$ cat src/rtl/llki_mask_pkg.sv
// Shared types for the LLKI keystream mask: key loader states and state width.
package llki_mask_pkg;

   localparam int unsigned STATE_W = 2;

   typedef enum logic [STATE_W-1:0] {
      IDLE   = 2'd0,
      LOAD   = 2'd1,
      LOADED = 2'd2,
      ERROR  = 2'd3
   } key_state_e;

endpackage : llki_mask_pkg

$ cat src/rtl/llki_mask_lane.sv
// One masked data channel: rotating slice counter, XOR with the selected mask slice,
// and the registered output stage.
module llki_mask_lane #(
   parameter int unsigned DATA_W = 32,
   parameter int unsigned SLICES = 4
) (
   input  logic                     clk,
   input  logic                     rst,
   input  logic                     cnt_clr_i,
   input  logic                     in_valid_i,
   input  logic [DATA_W-1:0]        in_data_i,
   input  logic [SLICES*DATA_W-1:0] mask_i,
   output logic                     out_valid_o,
   output logic [DATA_W-1:0]        out_data_o
);

   localparam int unsigned CNT_W = (SLICES > 1) ? $clog2(SLICES) : 1;

   logic [CNT_W-1:0]  cnt_q;
   logic [CNT_W-1:0]  cnt_d;
   logic              out_valid_q;
   logic [DATA_W-1:0] out_data_q;
   logic [DATA_W-1:0] slice_c;

   assign slice_c = mask_i[cnt_q*DATA_W +: DATA_W];

   // Counter advances per beat; a clear (key change) overrides a same-cycle beat.
   always_comb begin
      cnt_d = cnt_q;
      if (in_valid_i) begin
         cnt_d = (cnt_q == CNT_W'(SLICES - 1)) ? '0 : cnt_q + CNT_W'(1);
      end
      if (cnt_clr_i) begin
         cnt_d = '0;
      end
   end

   always_ff @(posedge clk) begin
      if (rst) begin
         cnt_q       <= '0;
         out_valid_q <= 1'b0;
         out_data_q  <= '0;
      end else begin
         cnt_q       <= cnt_d;
         out_valid_q <= in_valid_i;
         if (in_valid_i) begin
            out_data_q <= in_data_i ^ slice_c;
         end
      end
   end

   assign out_valid_o = out_valid_q;
   assign out_data_o  = out_data_q;

endmodule : llki_mask_lane

$ cat src/rtl/llki_keystream_mask.sv
// LLKI key gate: loads a multi-word key over valid/ready and XOR-masks NUM_CH write-data
// channels with slices of (EXP_KEY ^ loaded key); data is clean only with the right key.
module llki_keystream_mask
   import llki_mask_pkg::*;
#(
   parameter int unsigned               KEY_WORDS = 2,
   parameter int unsigned               KEY_W     = 64,
   parameter int unsigned               DATA_W    = 32,
   parameter int unsigned               NUM_CH    = 3,
   parameter logic [KEY_WORDS*KEY_W-1:0] EXP_KEY  = 128'h0011_2233_4455_6677_8899_AABB_CCDD_EEFF
) (
   input  logic                     clk,
   input  logic                     rst,
   input  logic                     key_valid,
   output logic                     key_ready,
   input  logic [KEY_W-1:0]         key_data,
   input  logic                     key_last,
   input  logic                     cmd_clear,
   output logic [STATE_W-1:0]       key_state,
   output logic                     key_match,
   input  logic [NUM_CH-1:0]        ch_in_valid,
   input  logic [NUM_CH*DATA_W-1:0] ch_in_data,
   output logic [NUM_CH-1:0]        ch_out_valid,
   output logic [NUM_CH*DATA_W-1:0] ch_out_data
);

   localparam int unsigned KEY_TOT_W = KEY_WORDS * KEY_W;
   localparam int unsigned SLICES    = KEY_TOT_W / DATA_W;
   localparam int unsigned PTR_W     = (KEY_WORDS > 1) ? $clog2(KEY_WORDS) : 1;

   if ((KEY_TOT_W % DATA_W) != 0) begin : g_bad_cfg
      $error("llki_keystream_mask: KEY_WORDS*KEY_W must be a multiple of DATA_W");
   end

   key_state_e           state_q;
   logic [KEY_TOT_W-1:0] key_reg_q;
   logic [PTR_W-1:0]     wr_ptr_q;
   logic                 key_ready_q;
   logic                 key_match_q;

   logic                 beat_c;
   logic                 last_word_c;
   logic                 enter_loaded_c;
   logic [KEY_TOT_W-1:0] mask_c;

   // cmd_clear wins over a key beat offered in the same cycle.
   assign beat_c         = key_valid & key_ready_q & ~cmd_clear;
   assign last_word_c    = (wr_ptr_q == PTR_W'(KEY_WORDS - 1));
   assign enter_loaded_c = beat_c & key_last & last_word_c;
   assign mask_c         = EXP_KEY ^ ((state_q == LOADED) ? key_reg_q : '0);

   always_ff @(posedge clk) begin
      if (rst) begin
         state_q     <= IDLE;
         key_reg_q   <= '0;
         wr_ptr_q    <= '0;
         key_ready_q <= 1'b1;
         key_match_q <= 1'b0;
      end else begin
         key_match_q <= (state_q == LOADED) && (key_reg_q == EXP_KEY);
         if (cmd_clear) begin
            state_q     <= IDLE;
            key_reg_q   <= '0;
            wr_ptr_q    <= '0;
            key_ready_q <= 1'b1;
         end else if (beat_c) begin
            // Word 0 lands in the MSBs of the key register.
            for (int unsigned w = 0; w < KEY_WORDS; w++) begin
               if (wr_ptr_q == PTR_W'(w)) begin
                  key_reg_q[(KEY_WORDS-1-w)*KEY_W +: KEY_W] <= key_data;
               end
            end
            wr_ptr_q <= wr_ptr_q + PTR_W'(1);
            if (key_last) begin
               state_q     <= last_word_c ? LOADED : ERROR;
               key_ready_q <= 1'b0;
            end else begin
               state_q     <= last_word_c ? ERROR : LOAD;
               key_ready_q <= ~last_word_c;
            end
         end
      end
   end

   assign key_ready = key_ready_q;
   assign key_state = state_q;
   assign key_match = key_match_q;

   for (genvar c = 0; c < NUM_CH; c++) begin : g_lane
      llki_mask_lane #(
         .DATA_W (DATA_W),
         .SLICES (SLICES)
      ) u_lane (
         .clk         (clk),
         .rst         (rst),
         .cnt_clr_i   (cmd_clear | enter_loaded_c),
         .in_valid_i  (ch_in_valid[c]),
         .in_data_i   (ch_in_data[c*DATA_W +: DATA_W]),
         .mask_i      (mask_c),
         .out_valid_o (ch_out_valid[c]),
         .out_data_o  (ch_out_data[c*DATA_W +: DATA_W])
      );
   end

endmodule : llki_keystream_mask

$ cat config.mk
export PLATFORM = sky130hd
export DESIGN_NAME = llki_keystream_mask
export DESIGN_NICKNAME = d
export VERILOG_FILES = /design/src/rtl/llki_mask_pkg.sv /design/src/rtl/llki_mask_lane.sv /design/src/rtl/llki_keystream_mask.sv
export SDC_FILE = /design/constraint.sdc
export NUM_CORES = 1
export LEC_CHECK = 0
export BUFFER_PORTS_ARGS = -buffer_cell sky130_fd_sc_hd__buf_2
export CAP_MARGIN = 20
export CORE_MARGIN = 8
export CORE_UTILIZATION = 40
export CTS_CLUSTER_DIAMETER = 200
export CTS_CLUSTER_SIZE = 14
export DETAILED_ROUTE_END_ITERATION = 16
export HOLD_SLACK_MARGIN = 0.02
export PLACE_DENSITY = 0.69
export SYNTH_ARGS = -nofsm -noshare
export SYNTH_HDL_FRONTEND = slang
export SYNTH_HIERARCHICAL = 1
export SYNTH_SLANG_ARGS = --single-unit
export TNS_END_PERCENT = 5
$ cat constraint.sdc
create_clock -name clk -period 1.8 [get_ports clk]
set_input_delay 0.36 -clock clk [delete_from_list [all_inputs] [get_ports clk]]
set_output_delay 0.36 -clock clk [all_outputs]
set_load 0.005 [all_outputs]
# [Word level (Yosys, flattened, before mapping)]
# Index checks and enable logic that the tools add are counted.
[totals] n_memories=0 wordCells=51 reg_bits=238 latchBits=0 mem_bits_ro=0 in_bits=168 mem_bits_rw=0
[op_classes] reduce_logical=5 n_bitwise=11 magnitude_cmp=0 eq_ne=5 muxes=8 mul=0 div_mod_pow=0 shifts=3 addsub=4
[ops] cell="128-bit by 8-bit indexed part select with 32-bit output" n=3
[ops] cell="128-bit by 117-bit equality test with 1-bit output (second input constant)" n=1
[ops] cell="128-bit two-way mux" n=1
[ops] cell="32-bit XOR" n=3
[ops] cell="64-bit inverter" n=1
[ops] cell="2-bit two-way mux" n=5
[ops] cell="2-bit equality test (second input constant)" n=4
[ops] cell="2-bit by 1-bit adder with 2-bit output (second input constant)" n=3
[ops] cell="1-bit bitwise AND" n=4
[ops] cell="2-bit AND reduction" n=2
[ops] cell="2-bit OR reduction" n=2
[ops] cell="1-bit two-way mux" n=2
[ops] cell="1-bit inverter" n=2
[ops] cell="1-bit adder (second input constant)" n=1
[ops] cell="1-bit logical AND" n=1
[ops] cell="1-bit bitwise OR" n=1

# [Depth between registers and ports, before layout]
[depth] depth_word=6 ltp_mapped=8 depth_no_buf=5

# [Cells and area by module]
# Netlist, hierarchy kept.
[modules_own_cells] mod="llki_mask_lane" cells_each=331 instances=3 area_per_inst_um2=3116.7
[modules_own_cells] mod="llki_keystream_mask" cells_each=765 instances=1 area_per_inst_um2=5706.7

# [Worst setup path before layout]
# Ideal clock, no wire load.
[synth_timing] path_type="register to register" startpoint="register state_q[1], in the netlist key_state[1]" endpoint="register g_lane[0].u_lane.out_data_q[11]" arrival_time_ns=1.801 required_ns=1.688 setup_time_ns=0.112 path_buffers=3 stages_incl_launch_ff=9 path_slack_ns=-0.113 path_cell_list="dfxtp_1 -> nor2b_1 -> buf_2 -> buf_2 -> clkbuf_1 -> nand2_1 -> mux2i_1 -> xor2_1 -> a2111oi_1"
[synth_via] elab_chain_cells=5
[synth_lines] element="from (decl)" line_no="llki_keystream_mask.sv:35" text="key_state_e state_q;"
[synth_lines] element="from (signal assigned)" line_no="llki_keystream_mask.sv:75" text="state_q <= last_word_c ? LOADED : ERROR;"
[synth_lines] element="from (signal assigned)" line_no="llki_keystream_mask.sv:78" text="state_q <= last_word_c ? ERROR : LOAD;"
[synth_lines] element="2-bit equality test" line_no="llki_keystream_mask.sv:50" text="assign mask_c = EXP_KEY ^ ((state_q == LOADED) ? key_reg_q : '0);"
[synth_lines] element="128-bit two-way mux" line_no="llki_keystream_mask.sv:50"
[synth_lines] element="64-bit inverter (no source line)"
[synth_lines] element="named net mask_c[43]" line_no="llki_keystream_mask.sv:44" text="logic [KEY_TOT_W-1:0] mask_c;"
[synth_lines] element="128-bit by 8-bit indexed part select with 32-bit output" line_no="llki_mask_lane.sv:25" text="assign slice_c = mask_i[cnt_q*DATA_W +: DATA_W];"
[synth_lines] element="32-bit XOR" line_no="llki_mask_lane.sv:47" text="out_data_q <= in_data_i ^ slice_c;"
[synth_lines] element="to (signal assigned)" line_no="llki_mask_lane.sv:47"
[synth_lines] element="to (decl)" line_no="llki_mask_lane.sv:22" text="logic [DATA_W-1:0] out_data_q;"
# The timed path passes the listed nets, and every way through them passes these cells.
# A chain may end at the register's enable or synchronous reset.

# [Worst setup path in the final report]
[layout_timing] startpoint="register state_q[1], in the netlist key_state[1]" endpoint="register g_lane[2].u_lane.out_data_q[5]"
[layout_via] elab_chain_cells=5
[layout_lines] element="2-bit equality test" line_no="llki_keystream_mask.sv:50"
[layout_lines] element="128-bit two-way mux" line_no="llki_keystream_mask.sv:50"
[layout_lines] element="64-bit inverter (no source line)"
[layout_lines] element="named net mask_c[101]" line_no="llki_keystream_mask.sv:44"
[layout_lines] element="128-bit by 8-bit indexed part select with 32-bit output" line_no="llki_mask_lane.sv:25"
[layout_lines] element="32-bit XOR" line_no="llki_mask_lane.sv:47"
[layout_lines] element="to (signal assigned)" line_no="llki_mask_lane.sv:47"
[layout_lines] element="to (decl)" line_no="llki_mask_lane.sv:22"
# The timed path passes the listed nets, and every way through them passes these cells.

==> results.cfg <==
[clocking]
clockBufferDepth = 3
htreeDepth = 1
numCtsBuffers = 20
cts.sinks = 238
clk_pin_slew_ns = 0.07
clk_latency_ns = 0.53
cts_root_buf = clkbuf_16
cts_tree = done
postCtsHoldBufs = 0

[global_routing]
grt_util_all_layers_pct = 25.09
grt-ovfl-total = 0
antenna_found_initial = 25
grt_pass1_vias = 13800
grt_max_degree = 100
grt_pass1_wl_um = 86620

[finish]
area_growth_pct = 26.67
fin_util_pct = 51.00
multi_input_area_um2 = 10520
ff_latch_area_um2 = 4783
nNetsFinal = 2162
layout-drive-gt1-share_pct = 34.34
nFillCells = 3362

[synth]
synthesis.nets = 1929
netlist_area_um2 = 15060
yosys_register_bits = 238
synth_edf_count = 0
async_reset_ff_share_pct = 0
synth_cell_types = 40
synth_seq_area_share_pct = 31.64
postSynthCellCount = 1758
syn_avg_cell_area_um2 = 8.565
synthFlopType = dfxtp_1
ys_warn_count = 6

[min_path]
min_to = key_state[0]
min_path_cells = 2
hp-class = in -> reg
hp-start = key_last

[timing]
relSlewSlack_pct = 31.44
finClkSkew_ns = 0.02532
fin_ws_ns = -0.09760
finalSetupViolCount = 69
hold_viol_final = 0
grt_setup_unrepaired = yes
period_minus_slack_ns = 1.898
timing.fmax_mhz = 527.0
worst_slew_pin_slew_ns = 1.026
post-route-period-util_pct = 105.4
drv_slew = 0

[drt]
drc = 0
drt_pass1_iterations = 7
ant_nets = 0
wl_per_cell_um = 23.56
drtIter0Drc = 1442
viasPerCell = 5.817
wirelength_um = 59180
via_count = 14610

[placement]
dp_hpwl_um = 43760
numPortBuffers = 270
dp_slack_ns = -0.1450
gp_congestion = 0.9850

[run]
drv_cap = 0

[setup_path]
crit_fanout = 9
crit_path_frequent_cell = mux2i_1
required_ns = 2.21
start_kind = register
crit-reg2reg-launch = key_state[1]
arrival_ns = 2.31
crit_chain = nor2b_4 -> buf_12 -> buf_4 -> nand2_1 -> mux2i_1 -> mux2i_1 -> a2111oi_2
endpoint_kind = register
cpPeakStageDelay_ns = 0.35
reg2reg_to = g_lane[2].u_lane/out_data_o[5]
path_class = reg -> reg
r2r_cells = 7
r2r_setup_slack_ns = -0.1
cp_slowest_cell = a2111oi_2

[floorplanning]
coreArea_um2 = 37400
io_pins = 271
die_h_um = 210.0
fp.dieArea_um2 = 44110
num_rows = 71
start_util_pct = 40.26
die_w_um = 210.0

[power_and_ir_drop]
p_per_area_nw_per_um2 = 619.9
max-vdd-ir-drop_mv = 0.5844
power.leakage_nw = 7.148
power_mw = 11.82

[status]
violations = setup timing
status = finished, violations left
## cell type report
cell class | count | area share [%]
Antenna cell | 9 | 0.1181
Multi-Input combinational cell | 1367 | 55.15
Clock buffer | 23 | 2.795
Tap cell | 511 | 3.352
Sequential cell | 238 | 25.08
Timing Repair Buffer | 364 | 13.51
## cells in the final DEF (no fill, tap or decap), drive strengths merged
cell | synthesis | layout
mux2i | 294 | 294
nor2b | 7 | 7
bufbuf | 0 | 3
nand2b | 1 | 1
or4b | 1 | 1
a21o | 2 | 2
ha | 3 | 3
diode | 0 | 9
and4 | 2 | 2
or4bb | 1 | 1
dfxtp | 238 | 238
nor2 | 103 | 103
or2 | 1 | 1
nand4 | 6 | 6
nand2 | 325 | 325
o21ai | 1 | 1
nand4b | 5 | 5
and3b | 1 | 1
a21oi | 128 | 128
clkbuf | 85 | 26
a211oi | 2 | 2
nand3 | 96 | 96
buf | 68 | 358
a2111oi | 96 | 96
xor2 | 97 | 97
nor4b | 5 | 5
or4 | 2 | 2
nor3 | 8 | 8
nor4 | 6 | 6
nor4bb | 11 | 11
and2 | 65 | 65
nand3b | 96 | 96
and4b | 2 | 2
## worst max-delay path: cells and delay by family (launching register included)
family	cells	cell delay, ns
AND/OR/NAND/NOR	2	0.39
multiplexers	2	0.38
AO/OA/AOI/OAI	1	0.35
buffers and inverters	2	0.34
flip-flops	1	0.33
## cells in the mapped netlist, types with 2 or more instances
| library cell | count | area, µm² |
|---|---|---|
| ha_1 | 3 | 37.54 |
| clkbuf_2 | 3 | 15.01 |
| or4_1 | 2 | 15.01 |
| nor4bb_1 | 11 | 110.1 |
| nand4_1 | 6 | 37.54 |
| nor2_1 | 103 | 386.6 |
| dfxtp_1 | 238 | 4765 |
| nor2b_1 | 7 | 43.79 |
| nand2_1 | 324 | 1216 |
| and4_1 | 2 | 17.52 |
| a21o_1 | 2 | 15.01 |
| nor4b_1 | 5 | 43.79 |
| a2111oi_1 | 33 | 330.3 |
| a21oi_1 | 128 | 640.6 |
| a2111oi_2 | 63 | 945.9 |
| xor2_1 | 97 | 849.6 |
| nand3_1 | 96 | 480.5 |
| mux2i_1 | 294 | 2943 |
| buf_2 | 22 | 110.1 |
| and2_1 | 63 | 394.1 |
| and4b_1 | 2 | 20.02 |
| nand4b_1 | 5 | 43.79 |
| nor3_1 | 7 | 35.03 |
| buf_4 | 9 | 67.56 |
| buf_1 | 12 | 45.04 |
| nand3b_1 | 96 | 720.7 |
| clkbuf_1 | 82 | 307.8 |
| buf_6 | 25 | 281.5 |
| a211oi_1 | 2 | 15.01 |
| nor4_1 | 6 | 37.54 |
## power by group
part | internal (mW) | switching [mW]
combinational | 0.906 | 1.16
sequential | 5.47 | 0.187
clock | 2.07 | 2.02
total | 8.45 | 3.37
## layer usage
layer	wire [µm]	GRT usage [%]	up-vias
li1	-	-	6652
met1	25940	36.21	7032
met2	24720	36.30	766
met3	6562	6.565	131
met4	1753	6.974	32
met5	207	0	-
## through the flow
step,instances,area (µm²),hold WS (ns),setup TNS [ns]
after global placement,2472,17250,0.4491,-1.154
after detailed placement,2473,17270,0.4465,-1.600
final,2512,19070,0.06880,-2.034
after floorplan,1758,15060,0.4289,-4.225
after global routing,2510,19070,0.08934,-7.651
after CTS,2500,18390,0.06295,-2.192
## kinds of logic (layout without fill, tap and decap cells)
| group | after synthesis | count (layout) | synth area share, % |
|---|---|---|---|
| buffers and inverters | 153 | 387 | 5.493 |
| AND/OR/NAND/NOR | 744 | 744 | 24.46 |
| AO/OA/AOI/OAI | 229 | 229 | 12.96 |
| flip-flops | 238 | 238 | 31.64 |
| multiplexers | 294 | 294 | 19.54 |
| other | 0 | 9 | 0 |
| XOR/XNOR | 97 | 97 | 5.642 |
| adder cells (fa/ha/maj) | 3 | 3 | 0.2493 |
## worst max path at each step
stage,to,cells past startpoint,startpoint
final,g_lane[2].u_lane/out_data_o[5],7,key_state[1]
after floorplan,g_lane[0].u_lane/out_data_o[0],8,key_state[1]
after global placement,g_lane[1].u_lane/out_data_o[30],8,key_state[1]
after global routing,g_lane[0].u_lane/out_data_o[4],8,key_state[1]
after CTS,g_lane[1].u_lane/out_data_o[13],9,key_state[1]
after detailed placement,g_lane[1].u_lane/out_data_o[30],8,key_state[1]
## flip-flops by register name, indices dropped and copies added, names as in the netlist
| register | flops |
|---|---|
| g_lane.u_lane/out_valid_o | 3 |
| g_lane.u_lane/cnt_q | 6 |
| key_ready | 1 |
| key_reg_q | 128 |
| key_state | 2 |
| key_match | 1 |
| g_lane.u_lane/out_data_o | 96 |
| last_word_c | 1 |
## what timing repair did
action	in CTS	in global routing
cloned	4	3
resized for setup	135	135
endpoints found under the setup margin	37	97
endpoints found under the hold margin	0	0
setup buffers	1	1
pin swaps	46	71
No activity file was read; power rests on OpenSTA's default activity.
